==> src/rtl/clock_pkg.sv <==
// clock_pkg: shared definitions for the alarm clock blocks.
//   alarm_state_t : alarm controller states (IDLE, RING, SNOOZE)
//   NS            : seconds per minute
//   NH            : hours per day
package clock_pkg;

    typedef enum logic [1:0] {
        IDLE,
        RING,
        SNOOZE
    } alarm_state_t;

    localparam int unsigned NS = 60;
    localparam int unsigned NH = 24;

endpackage

==> src/rtl/snz_timer.sv <==
// snz_timer: loadable down-counter with a zero flag, used as the snooze timer.
// Ports:
//   clk      : 1 Hz clock
//   rst      : synchronous active-high reset, clears the count
//   clr      : synchronous clear, clears the count
//   load     : load load_val (clr has priority)
//   dec      : decrement by one; holds at zero, never wraps
//   load_val : value loaded on load
//   zero     : high while the count is zero
module snz_timer #(
    parameter int unsigned W = 10
) (
    input  logic         clk,
    input  logic         rst,
    input  logic         clr,
    input  logic         load,
    input  logic         dec,
    input  logic [W-1:0] load_val,
    output logic         zero
);

    logic [W-1:0] count;

    always_ff @(posedge clk) begin
        if (rst || clr) begin
            count <= '0;
        end else if (load) begin
            count <= load_val;
        end else if (dec && (count != '0)) begin
            count <= count - 1'b1;
        end
    end

    assign zero = (count == '0);

endmodule

==> src/rtl/alarm_snooze.sv <==
// alarm_snooze: alarm controller with snooze and optional auto-off.
// Optional feature macro: ALARM_AUTO_OFF_EN (ring stops by itself after
// RING_SEC cycles and counts as a dismiss).
// Ports:
//   clk              : 1 pulse/second clock
//   rst              : synchronous active-high reset
//   tsec, tmin, thrs : current time, binary
//   amin, ahrs       : alarm time, binary
//   alarmon          : alarm enable switch
//   timeset          : time-setting mode switch (aborts alarm)
//   alarmset         : alarm-setting mode switch (aborts alarm)
//   snooze_btn       : snooze button level; a rising edge is a press
//   buzz             : high while ringing
//   snoozing         : high while a snooze is pending
//   snz_count        : snoozes used in the current alarm event
module alarm_snooze
    import clock_pkg::*;
#(
    parameter int unsigned SNOOZE_MIN = 9,
    parameter int unsigned MAX_SNOOZE = 3,
    parameter int unsigned RING_SEC   = 120
) (
    input  logic       clk,
    input  logic       rst,
    input  logic [6:0] tsec,
    input  logic [6:0] tmin,
    input  logic [6:0] thrs,
    input  logic [6:0] amin,
    input  logic [6:0] ahrs,
    input  logic       alarmon,
    input  logic       timeset,
    input  logic       alarmset,
    input  logic       snooze_btn,
    output logic       buzz,
    output logic       snoozing,
    output logic [3:0] snz_count
);

    localparam int unsigned SNZ_CYC = SNOOZE_MIN * NS;
    localparam int unsigned TW      = (SNZ_CYC > 1) ? $clog2(SNZ_CYC) : 1;
    localparam logic [TW-1:0] SNZ_LOAD = TW'(SNZ_CYC - 1);
    localparam logic [3:0]    MAX_CNT  = 4'(MAX_SNOOZE);

    alarm_state_t state, state_n;
    logic [3:0]   snz_n;
    logic         btn_q;
    logic         press;
    logic         abort;
    logic         match;
    logic         tmr_load;
    logic         tmr_clr;
    logic         tmr_zero;

    assign press = snooze_btn & ~btn_q;
    assign abort = ~alarmon | timeset | alarmset;
    assign match = (tsec == 7'd0) && (tmin == amin) && (thrs == ahrs);

`ifdef ALARM_AUTO_OFF_EN
    localparam int unsigned RW = (RING_SEC > 1) ? $clog2(RING_SEC) : 1;
    localparam logic [RW-1:0] RING_LAST = RW'(RING_SEC - 1);

    logic [RW-1:0] ring_cnt;
    logic          ring_clr;

    assign ring_clr = (state_n == RING) && (state != RING);

    always_ff @(posedge clk) begin
        if (rst || ring_clr) begin
            ring_cnt <= '0;
        end else if (state == RING) begin
            ring_cnt <= ring_cnt + 1'b1;
        end
    end
`endif

    always_comb begin
        state_n  = state;
        snz_n    = snz_count;
        tmr_load = 1'b0;
        tmr_clr  = 1'b0;
        if (abort) begin
            state_n = IDLE;
        end else begin
            case (state)
                IDLE: begin
                    if (match) state_n = RING;
                end
                RING: begin
                    if (press) begin
                        if (snz_count < MAX_CNT) begin
                            state_n  = SNOOZE;
                            snz_n    = snz_count + 4'd1;
                            tmr_load = 1'b1;
                        end else begin
                            state_n = IDLE;
                        end
                    end
`ifdef ALARM_AUTO_OFF_EN
                    else if (ring_cnt == RING_LAST) begin
                        state_n = IDLE;
                    end
`endif
                end
                SNOOZE: begin
                    if (tmr_zero) state_n = RING;
                end
                default: state_n = IDLE;
            endcase
        end
        // IDLE always holds the event bookkeeping cleared, which covers
        // every way of entering it (abort, dismiss, auto-off).
        if (state_n == IDLE) begin
            snz_n   = '0;
            tmr_clr = 1'b1;
        end
    end

    always_ff @(posedge clk) begin
        if (rst) begin
            state     <= IDLE;
            snz_count <= '0;
            btn_q     <= 1'b0;
            buzz      <= 1'b0;
            snoozing  <= 1'b0;
        end else begin
            state     <= state_n;
            snz_count <= snz_n;
            btn_q     <= snooze_btn;
            buzz      <= (state_n == RING);
            snoozing  <= (state_n == SNOOZE);
        end
    end

    snz_timer #(
        .W (TW)
    ) u_snz_timer (
        .clk      (clk),
        .rst      (rst),
        .clr      (tmr_clr),
        .load     (tmr_load),
        .dec      (state == SNOOZE),
        .load_val (SNZ_LOAD),
        .zero     (tmr_zero)
    );

endmodule
==> config.mk <==
export PLATFORM = sky130hd
export DESIGN_NAME = alarm_snooze
export DESIGN_NICKNAME = d
export VERILOG_FILES = /design/src/rtl/clock_pkg.sv /design/src/rtl/snz_timer.sv /design/src/rtl/alarm_snooze.sv
export SDC_FILE = /design/constraint.sdc
export NUM_CORES = 1
export LEC_CHECK = 0
export ABC_AREA = 1
export BUFFER_PORTS_ARGS = -buffer_cell sky130_fd_sc_hd__buf_2
export CAP_MARGIN = 20
export CORE_MARGIN = 4
export CORE_UTILIZATION = 44
export DETAILED_ROUTE_END_ITERATION = 10
export GPL_TIMING_DRIVEN = 0
export PLACE_DENSITY = 0.81
export SLEW_MARGIN = 0
export SYNTH_ARGS = -nofsm -noshare
export SYNTH_HDL_FRONTEND = slang
export SYNTH_SLANG_ARGS = --single-unit
==> constraint.sdc <==
create_clock -name clk -period 1.54 [get_ports clk]
set_clock_uncertainty 0.05 [all_clocks]
set_input_delay 0.077 -clock clk [delete_from_list [all_inputs] [get_ports clk]]
set_output_delay 0.077 -clock clk [all_outputs]
set_load 0.05 [all_outputs]
---- Yosys cells after proc, flatten, opt, wreduce, memory -nomap -nowiden ----
Cells that the tools add are included.
word-level totals
  bits in registers ....................... 19
  logic and storage cells ................. 48
  output and inout bits ................... 6
cells by class
  reductions and logical operators ........ 13
  mux-type cells .......................... 13
  bitwise operators ....................... 6
  $add $sub $neg .......................... 2
  equality and inequality tests ........... 6
  order comparisons ....................... 1
operators with widths
  cell                                                 count
  two-way mux 10 bit                                   2
  == test 7 bit                                        2
  zero test 10 bit                                     1
  two-way mux 2 bit                                    5
  nonzero test 10 bit                                  1
  subtractor 10 x 1 -> 10 bit (second input constant)  1
  zero test 7 bit                                      1
  one-hot mux 2 bit (3 select lines)                   1
  two-way mux 1 bit                                    5
  adder 4 x 1 -> 4 bit (second input constant)         1
  == test 2 x 1 -> 1 bit (second input constant)       2
  == test 2 bit (second input constant)                2
  zero test 2 bit                                      2
  < comparator 4 x 2 -> 1 bit (second input constant)  1
  AND reduction 4 bit                                  1
  OR reduction 2 bit                                   2
  logical AND 1 bit                                    3
  NOT 1 bit                                            3
  OR 1 bit                                             2
  nonzero test 2 bit                                   1
  AND 1 bit                                            1
  logical OR 1 bit                                     1

---- Depth between registers and ports, before layout ----
Gate-level depths: netlist (run 1).
  word-level depth ........................ 10
  depth in mapped cells ................... 12
  mapped depth without buffers ............ 12

---- By module ----
A second synthesis (run 1) with hierarchy kept.
second synthesis, totals
  cell total of the unflattened synthesis .. 232
  area, all modules ....................... 1403.8 sq um
modules (own cells, without submodules)
  module        cells an instance  area each (sq um)  seq. area each (sq um)  instances
  snz_timer     112                714.4              200.2                   1
  alarm_snooze  120                689.4              180.2                   1

---- Worst setup path after synthesis (run 1) ----
No wires, ideal clock.
  kind .................................... reg-to-reg
  start ................................... reg snz_count[0]
  end ..................................... reg u_snz_timer.count[2]
  slack ................................... -0.203 ns
  data arrival time ....................... 1.629 ns
  setup time .............................. 0.064 ns
  cell stages (with the launch flop) ...... 10
  clock period less this slack ............ 1.743 ns
  data required time ...................... 1.426 ns
  cells stage by stage .................... dfxtp_1 -> ha_1 -> nand3b_1 -> nor3_2 -> nand2_2 -> o21ai_0 -> nand2_1 -> nand2_2 -> nand2_2 -> nor2_1
on the way
  word-level cells in the longest chain between the ends .. 9
RTL lines
  element                             line                 source
  start, declared                     alarm_snooze.sv:36   output logic [3:0] snz_count
  start signal, assigned              alarm_snooze.sv:127  snz_count <= snz_n;
  < comparator 4 x 2 -> 1 bit (*)     alarm_snooze.sv:90   if (snz_count < MAX_CNT) begin
  two-way mux 2 bit                   alarm_snooze.sv:90
  two-way mux 2 bit                   alarm_snooze.sv:89   if (press) begin
  one-hot mux 2 bit (3 select lines)  alarm_snooze.sv:84   case (state)
  two-way mux 2 bit                   alarm_snooze.sv:81   if (abort) begin
  zero test 2 bit                     alarm_snooze.sv:112  if (state_n == IDLE) begin
  two-way mux 1 bit                   alarm_snooze.sv:112
  logical OR 1 bit                    snz_timer.sv:25      if (rst || clr) begin
  OR reduction 2 bit (no line) (*)    -
  end signal, assigned                snz_timer.sv:28      count <= load_val;
  end signal, assigned                snz_timer.sv:30      count <= count - 1'b1;
  end, declared                       snz_timer.sv:22      logic [W-1:0] count;
Every way passes the cells marked *; elsewhere a longest branch is shown, timed or not.
A chain may end at the register's enable or synchronous reset.

---- Worst setup path after layout (run 1) ----
  start ................................... reg snz_count[0]
  end ..................................... reg snz_count[1]
on the way
  word-level cells in the longest chain between the ends .. 7
RTL lines
  element                             line
  < comparator 4 x 2 -> 1 bit         alarm_snooze.sv:90
  two-way mux 2 bit                   alarm_snooze.sv:90
  two-way mux 2 bit                   alarm_snooze.sv:89
  one-hot mux 2 bit (3 select lines)  alarm_snooze.sv:84
  two-way mux 2 bit                   alarm_snooze.sv:81
  zero test 2 bit                     alarm_snooze.sv:112
  OR reduction 2 bit (no line)        -
Parallel ways exist; a longest one is shown, timed or not.

==> impl_metrics.tcl, run 1 <==
set metrics [dict create \
    status "finished with violations" \
    violations "setup timing" \
    finalCritPeriodShare 1.01 \
    nFillCells 220 \
    synth_top_area_share 0.305 \
    cp_top_family "simple AND/OR/NAND/NOR gates" \
    synthAdderAreaFrac 0.0301 \
    yosysTopAreaCell "dfxtp_1" \
    min_path_cells 6 \
    clock-sinks 19 \
    yosys_warnings 0 \
    synth_compound_area_frac 0.0521 \
    tritoncts "done" \
    synth.distinct_cells 25 \
    timing.rr.start "snz_count[0]" \
    cp_common_cell "nand2_2" \
    grt_first_pass_wirelength_um 5120 \
    clock_power_share 0.305 \
    crit_fanout 3 \
    leakage_nw 0.990 \
    crit_path_top_delay_cell "dfxtp_4" \
    h-tree-depth 1 \
    peakVddDrop_uv 500 \
    cts_buffers 3 \
    hold_viol 0 \
    finalCriticalPeriod_ns 1.56 \
    die-height_um 61.3 \
    rows 19 \
    core_mm2 0.00273 \
    syn_inst 206 \
    setup-violations-final 2 \
    port-buffer-count 46 \
    drv_cap 0 \
    routedWlPerCell_um 11.1 \
    root_buffer "clkbuf_4" \
    gp_congestion 0.826 \
    timing.setup.tns_ns -0.0248 \
    grt_max_degree 11 \
    r2r_cells 8 \
    crit_required_ns 1.72 \
    syn_area_per_cell_um2 6.06 \
    dr.first_iter.drc_count 51 \
    synth_edf_count 0 \
    grt_pass1_vias 1269 \
    nets 314 \
    critPathKind "reg2reg" \
    r2r_end "snz_count[1]" \
    min_to "state[0]" \
    internal-power_w 0.000656 \
    swShare 0.253 \
    ys_seq_elements 19 \
    critPathBufInv 1 \
    cts_buffer_depth 2 \
    cp-start-kind "flop" \
    synth_nets 250 \
    routed_wl_um 3330 \
    setup_slack_ns -0.0155 \
    dp_hpwl_um 2270 \
    final_antenna_net_count 0 \
    viasPerCell 4.60 \
    route.detailed.drc 0 \
    slew_viol_final 0 \
    rrSetupSlack_ns -0.02 \
    path_cells "ha_4, nand3b_1, nor3_2, nand2_2, o21ai_1, nand2_2, buf_4, a22oi_2" \
    synth.area.mux_share 0 \
    syn_to_final_growth_pct 42.9 \
    ys.flop_type "dfxtp_1" \
    min_path_type "in2reg" \
    end_kind "flop" \
    io-pin-count 47 \
    antenna_found_initial 0 \
    power.share.sequential 0.555 \
    grt.overflow.total 0 \
    synth_area_leaders "dfxtp_1 (30%), nand2_1 (15%), inv_1 (14%)" \
    hp-start "alarmset" \
    arrival_ns 1.74 \
    comb_power_share 0.140 \
    synth-simple-area-share 0.399 \
    post-route-util 0.653 \
    vias 1381 \
    dieArea_mm2 0.00375 \
    synth_top_family_by_area "simple AND/OR/NAND/NOR gates" \
    path_clk_slew_ns 0.11 \
    start_util 0.457 \
    p_per_area_mw_per_mm2 492 \
    layout_common_cells "nand2_1 (46), buf_2 (46), inv_1 (44)" \
    async_reset_ff_frac 0 \
    clk_latency_ns 0.32 \
    dr.pass1.iters 4 \
    diodes 0 \
    max-slew-margin-rel 0.822 \
    rsz0062_at_grt "yes" \
    die_x_um 61.3 \
    fmax_mhz 643 \
    drive_gt1_frac 0.364 \
    tightest_slew_ns 0.266 \
    synth_area_mm2 0.00125 \
    grt_usage 0.189 \
    ys_seq_area_frac 0.305 \
    synth_xor_area_frac 0.0701 \
    slowest_delay_ns 0.37 \
    power_switching_w 0.000222 \
]
[worst reg2reg max path: cells and delay by family (launching register included)]
kind,cells,cell delay [ns]
AND/OR/NAND/NOR,4,0.54
adder cells (fa/ha/maj),1,0.14
AO/OA/AOI/OAI,2,0.23
buffers and inverters,1,0.15
flip-flops,1,0.37
[worst max path at each step]
stage,from,endpoint,depth (start not counted)
6_report,snz_count[0],snz_count[1],8
3_3_place_gp,u_snz_timer.count[0],snz_count[2],9
4_1_cts,snz_count[0],snz_count[1],8
3_5_place_dp,u_snz_timer.count[0],u_snz_timer.count[0],9
2_1_floorplan,snz_count[0],u_snz_timer.count[2],9
5_1_grt,u_snz_timer.count[6],u_snz_timer.count[3],8
[metrics by stage]
step	hold WS, ns	worst slack (ns)	instances	power, W	area [um^2]
4_1_cts	0.139	-0.0300	298	0.000880	1720
3_5_place_dp	0.210	-0.258	283	0.000618	1530
5_1_grt	0.188	-0.0852	300	0.000916	1780
3_3_place_gp	0.205	-0.178	283	0.000614	1530
6_report	0.152	-0.0155	300	0.000878	1780
2_1_floorplan	0.0991	0.00262	206	0.000555	1260
[state kept, by name, summed over array words and instances (netlist names)]
| register | cells |
|---|---|
| u_snz_timer.count | 10 |
| snz_count | 4 |
| state | 2 |
| btn_q | 1 |
| buzz | 1 |
| snoozing | 1 |
[synthesized netlist by cell type, types with 3 or more instances]
cell,n
nand2_1,49
inv_1,46
nor2_1,43
dfxtp_1,19
nand3_1,6
o21ai_0,6
xnor2_1,5
xor2_1,5
ha_1,3
nand2_2,3
nor3_1,3
[kinds of logic (layout without fill, tap and decap cells)]
logic type,Yosys count,after routing
adders and majority gates,3,3
buffers and inverters,48,111
xor gates and xnor gates,10,10
DFF,19,19
and+or+nand+nor,116,116
AOI/OAI and AO/OA,10,10
[per-layer routing]
layer / track usage / share of wire / wire (um) / vias up
met3: 0.0273 / 0.072 / 239 / 9
li1: - / - / - / 732
met5: 0 / 0 / 0 / -
met4: 0.111 / 0.031 / 104 / 0
met2: 0.360 / 0.49 / 1630 / 45
met1: 0.192 / 0.41 / 1360 / 595
[what timing repair did]
| item | in CTS | in global routing |
|---|---|---|
| setup buffers | 9 | 2 |
| resized for setup | 19 | 16 |
| hold buffers | 2 | 0 |
| pin swaps | 7 | 6 |
| endpoints found under the hold margin | 1 | 0 |
| setup endpoints to repair | 16 | 16 |
[power groups by stage]
stage	clock network (W)	registers, W	logic, W
floorplan	0	0.000500	0.0000551
global placement	0	0.000500	0.000114
detailed placement	0	0.000501	0.000117
CTS	0.000271	0.000488	0.000122
global route	0.000288	0.000488	0.000141
finish	0.000268	0.000487	0.000123
[final cells by class]
cell class	instances	area, um^2	share of cell area
Timing Repair Buffer	59	337	0.189
Sequential cell	19	399	0.224
Clock buffer	4	26.3	0.0147
Multi-Input combinational cell	139	798	0.447
Tap cell	31	38.8	0.0217
Inverter	48	185	0.104
Note: power is estimated with default switching activity, not from simulation.
==> inputs of run 2 (changes only) <==
--- a/config.mk
+++ b/config.mk
@@ -8,11 +8,13 @@
 export ABC_AREA = 1
 export BUFFER_PORTS_ARGS = -buffer_cell sky130_fd_sc_hd__buf_2
 export CAP_MARGIN = 20
+export CELL_PAD_IN_SITES_DETAIL_PLACEMENT = 1
+export CELL_PAD_IN_SITES_GLOBAL_PLACEMENT = 1
 export CORE_MARGIN = 4
-export CORE_UTILIZATION = 44
+export CORE_UTILIZATION = 29
 export DETAILED_ROUTE_END_ITERATION = 10
 export GPL_TIMING_DRIVEN = 0
-export PLACE_DENSITY = 0.81
+export PLACE_DENSITY = 0.8
 export SLEW_MARGIN = 0
 export SYNTH_ARGS = -nofsm -noshare
 export SYNTH_HDL_FRONTEND = slang
==> constraint.sdc (replaced) <==
create_clock -name clk -period 1.54 [get_ports clk]
set_clock_uncertainty 0.05 [all_clocks]
set_input_delay 0.231 -clock clk [delete_from_list [all_inputs] [get_ports clk]]
set_output_delay 0.231 -clock clk [all_outputs]
set_load 0.05 [all_outputs]
==> impl_metrics.tcl, run 2 (synthesized netlist as in run 1, its figures left out) <==
set metrics [dict create \
    status "finished with violations" \
    violations "setup timing" \
    critPathKind "reg2reg" \
    end_kind "flop" \
    cts_buffer_depth 2 \
    mostFrequentLayoutCell "nand2_1" \
    finalCritPeriodShare 1.10 \
    viasPerCell 4.47 \
    fmax_mhz 590 \
    h-tree-depth 1 \
    layout_common_cells "nand2_1 (48), buf_2 (46), inv_1 (43)" \
    nets 314 \
    start_util 0.306 \
    reg_top3 "u_snz_timer.count x10, snz_count x4, state x2" \
    finalPower_w 0.000970 \
    routed_wl_um 4220 \
    drv_cap 0 \
    slew_viol_final 0 \
    crit_fanout 4 \
    die_x_um 73.6 \
    gp_congestion 0.821 \
    root_buffer "clkbuf_8" \
    grt_pass1_vias 1475 \
    clk_latency_ns 0.26 \
    cts_hold_buf 0 \
    placedCellCount 302 \
    syn_to_final_growth_pct 46.6 \
    grt_usage 0.155 \
    die-height_um 73.6 \
    largest_reg_flops 10 \
    timing.setup.tns_ns -1.01 \
    port-buffer-count 46 \
    crit_required_ns 1.65 \
    post-route-util 0.448 \
    core_mm2 0.00409 \
    seqCellArea_um2 398 \
    grt_first_pass_wirelength_um 6470 \
    vias 1427 \
    final_antenna_net_count 0 \
    peakVddDrop_uv 555 \
    nFillCells 568 \
    setup-violations-final 14 \
    grt.overflow.total 0 \
    dp_hpwl_um 2580 \
    path_clk_slew_ns 0.08 \
    holdWs_ns 0.0867 \
    regMostFlops "u_snz_timer.count" \
    max-slew-margin-rel 0.771 \
    drive_gt1_frac 0.372 \
    dr.first_iter.drc_count 40 \
    p_per_area_mw_per_mm2 530 \
    io-pin-count 47 \
    clock-sinks 19 \
    arrival_ns 1.81 \
    leakage_nw 1.01 \
    min_path_type "in2reg" \
    dieArea_mm2 0.00542 \
    diodes 0 \
    multi_input_area_um2 795 \
    routedWlPerCell_um 13.2 \
    rows 23 \
    cts_buffers 3 \
    tightest_slew_ns 0.342 \
    tritoncts "done" \
    grt_max_degree 11 \
    rsz0062_at_grt "yes" \
    dr.pass1.iters 4 \
    antenna_found_initial 0 \
    finalCriticalPeriod_ns 1.70 \
    route.detailed.drc 0 \
    fin_cells 319 \
    setup_slack_ns -0.156 \
    cp-start-kind "flop" \
    hold_viol 0 \
]
run 2: changes by cell type in the layout (fill, tap and decap cells not counted), sizes merged:
cell	previous run	this run
buf	57	59
dlygate4sd3	2	0
run 2: path summary, 6_finish.rpt:
path                        startpoint                    to  slack [ns]  cells after the start
hold reg to reg           snz_count[2]          snz_count[2]        0.41                      2
setup reg to reg  u_snz_timer.count[2]  u_snz_timer.count[9]       -0.16                      7
hold / removal                     rst                 btn_q        0.09                      2
setup / recovery  u_snz_timer.count[2]  u_snz_timer.count[9]       -0.16                      7
run 2: through the flow:
stage / instance area [um^2] / setup WS [ns]
2_1_floorplan: 1260 / 0.00262
5_1_grt: 1830 / -0.285
6_report: 1830 / -0.156
3_3_place_gp: 1550 / -0.228
3_5_place_dp: 1550 / -0.233
4_1_cts: 1730 / -0.0123
run 2: area by class of cell:
type	count	share of cell area
Multi-Input combinational cell	139	0.434
Clock buffer	4	0.0246
Timing Repair Buffer	59	0.187
Tap cell	50	0.0342
Inverter	48	0.103
Sequential cell	19	0.217
run 2: routing by layer:
layer  global-route usage  vias to the layer above  part of all wire
met3               0.0260                        6             0.042
li1                     -                      728                 -
met2                0.275                       31              0.53
met4               0.0865                        0             0.017
met1                0.173                      662              0.41
met5                    0                        -                 0
run 2: worst max-delay path, stage by stage (launching register included):
cell and delay, ns:
dfxtp_1 0.36, nor2_1 0.31, nand2_1 0.17, nor3_2 0.21, xor2_1 0.22, o21ai_1 0.09, nor2_1 0.13, nor2_1 0.06
run 2: what timing repair did:
item                                    in CTS  in global routing
gates cloned                                 0                  0
buffers inserted                            10                  3
endpoints found under the setup margin      16                 16
pin swaps                                    5                 15
gates resized for setup                     19                 22
run 2: where the power goes:
| group | leakage (nW) | switching (W) | internal (W) |
|---|---|---|---|
| registers | 0.158 | 0.000000279 | 0.000487 |
| logic | 0.829 | 0.0000571 | 0.0000641 |
| clock network | 0.0228 | 0.000177 | 0.000184 |
==> inputs of run 3 (changes only) <==
--- a/config.mk
+++ b/config.mk
@@ -10,11 +10,11 @@
 export CAP_MARGIN = 20
 export CELL_PAD_IN_SITES_DETAIL_PLACEMENT = 1
 export CELL_PAD_IN_SITES_GLOBAL_PLACEMENT = 1
-export CORE_MARGIN = 4
+export CORE_MARGIN = 2
 export CORE_UTILIZATION = 29
 export DETAILED_ROUTE_END_ITERATION = 10
 export GPL_TIMING_DRIVEN = 0
-export PLACE_DENSITY = 0.8
+export PLACE_DENSITY = 0.78
 export SLEW_MARGIN = 0
 export SYNTH_ARGS = -nofsm -noshare
 export SYNTH_HDL_FRONTEND = slang
==> impl_metrics.tcl, run 3 (synthesized netlist as in run 1, its figures left out) <==
set metrics [dict create \
    holdWs_ns 0.0969 \
    h-tree-depth 1 \
    clk_latency_ns 0.26 \
    min_to "btn_q" \
    port-buffer-count 46 \
    hold_viol 0 \
    route.detailed.drc 0 \
    cp-start-kind "flop" \
    slew_viol_final 0 \
    hp-start "rst" \
    setup_slack_ns -0.104 \
    finalCritPeriodShare 1.07 \
    critPathLaunch "snz_count[1]" \
    cts_buffers 3 \
    rrSetupSlack_ns -0.10 \
    dieArea_mm2 0.00485 \
    leakage_nw 1.01 \
    arrival_ns 1.75 \
    setup-violations-final 14 \
    dr.pass1.iters 4 \
    fmax_mhz 608 \
    finalPower_w 0.000980 \
    dp_hpwl_um 2580 \
    final_antenna_net_count 0 \
    die_x_um 69.6 \
    grt.overflow.total 0 \
    met2_usage 0.317 \
    peakVddDrop_uv 442 \
    min_path_cells 2 \
    cts_buffer_depth 2 \
    cp_common_cell "buf_6" \
    antenna_found_initial 0 \
    drive_gt1_frac 0.413 \
    nets 316 \
    p_per_area_mw_per_mm2 517 \
    status "finished with violations" \
    cp_top_family "simple AND/OR/NAND/NOR gates" \
    rows 23 \
    crit_fanout 7 \
    path_cells "ha_4, nand3b_1, nor3_2, nand2_2, buf_6, buf_6, xor2_1, nor2_1" \
    finalCriticalPeriod_ns 1.64 \
    nFillCells 559 \
    crit_path_top_delay_cell "dfxtp_4" \
    drv_cap 0 \
    die-height_um 69.6 \
    placed_cell_area_mm2 0.00155 \
    fin_cells 321 \
    critPathKind "reg2reg" \
    viasPerCell 4.46 \
    start_util 0.306 \
    diodes 0 \
    min_path_type "in2reg" \
    max-slew-margin-rel 0.831 \
    grt_usage 0.170 \
    dr.first_iter.drc_count 36 \
    finalInstanceArea_mm2 0.00189 \
    cp.depth 8 \
    r2r_cells 8 \
    gp_congestion 0.814 \
    post-route-util 0.464 \
    path_clk_slew_ns 0.08 \
    largest_reg_flops 10 \
    crit_required_ns 1.65 \
    slowest_delay_ns 0.36 \
    regMostFlops "u_snz_timer.count" \
    core_mm2 0.00409 \
    grt.busiest_layer "met2" \
    r2r_end "snz_count[0]" \
    syn_to_final_growth_pct 51.7 \
    rsz0062_at_grt "yes" \
    placedCellCount 302 \
    end_kind "flop" \
    vias 1433 \
    routedWlPerCell_um 13.0 \
    routed_wl_um 4170 \
    tritoncts "done" \
    grt_max_degree 11 \
    io-pin-count 47 \
    grtUsageMet3 0.0233 \
    violations "setup timing" \
    gr-usage-met1 0.197 \
    timing.rr.start "snz_count[1]" \
    root_buffer "clkbuf_8" \
    tightest_slew_ns 0.255 \
    grt_pass1_vias 1532 \
    clock-sinks 19 \
    reg_top3 "u_snz_timer.count x10, snz_count x4, state x2" \
    layout_common_cells "nand2_1 (46), buf_2 (46), inv_1 (42)" \
    grt_first_pass_wirelength_um 6730 \
    critPathBufInv 2 \
]
run 3: cell count changes in the layout (fill, tap and decap cells not counted), sizes merged:
cell | before | now
buf | 59 | 61
run 3: metrics by stage:
step / TNS [ns] / setup slack, ns
finish: -0.599 / -0.104
global route: -2.08 / -0.199
CTS: -0.0159 / -0.0101
detailed placement: -3.86 / -0.298
global placement: -2.94 / -0.226
floorplan: 0 / 0.00262
run 3: report_power, final:
group / total [W] / switching (W) / internal (W)
clock: 0.000370 / 0.000185 / 0.000184
sequential: 0.000489 / 0.000000254 / 0.000488
combinational: 0.000122 / 0.0000575 / 0.0000642
run 3: metal layers:
| metal | share of wire | wire length, um |
|---|---|---|
| met5 | 0 | 0 |
| met4 | 0.024 | 102 |
| met3 | 0.042 | 177 |
| met2 | 0.53 | 2230 |
| met1 | 0.40 | 1660 |
run 3: layout make-up:
class,instances,area (um^2),area share
clock buffers,4,45.0,0.0238
multi-input cells,139,845,0.446
inverters,48,190,0.100
well taps,50,62.6,0.0330
repair buffers,61,358,0.189
flip-flops and latches,19,394,0.208
run 3: worst max-delay path by stage:
stage	slack, ns	endpoint
after detailed placement	-0.30	u_snz_timer.count[8]
after global routing	-0.20	snz_count[0]
after floorplan	0.003	u_snz_timer.count[2]
final	-0.10	snz_count[0]
after global placement	-0.23	snz_count[2]
after CTS	-0.01	u_snz_timer.count[8]
run 3: repair_timing:
action                     4_1_cts  5_1_grt
pin swaps                       10       18
resized for setup               26       27
hold buffers                     0        0
setup endpoints to repair       16       14
setup buffers                   13        2
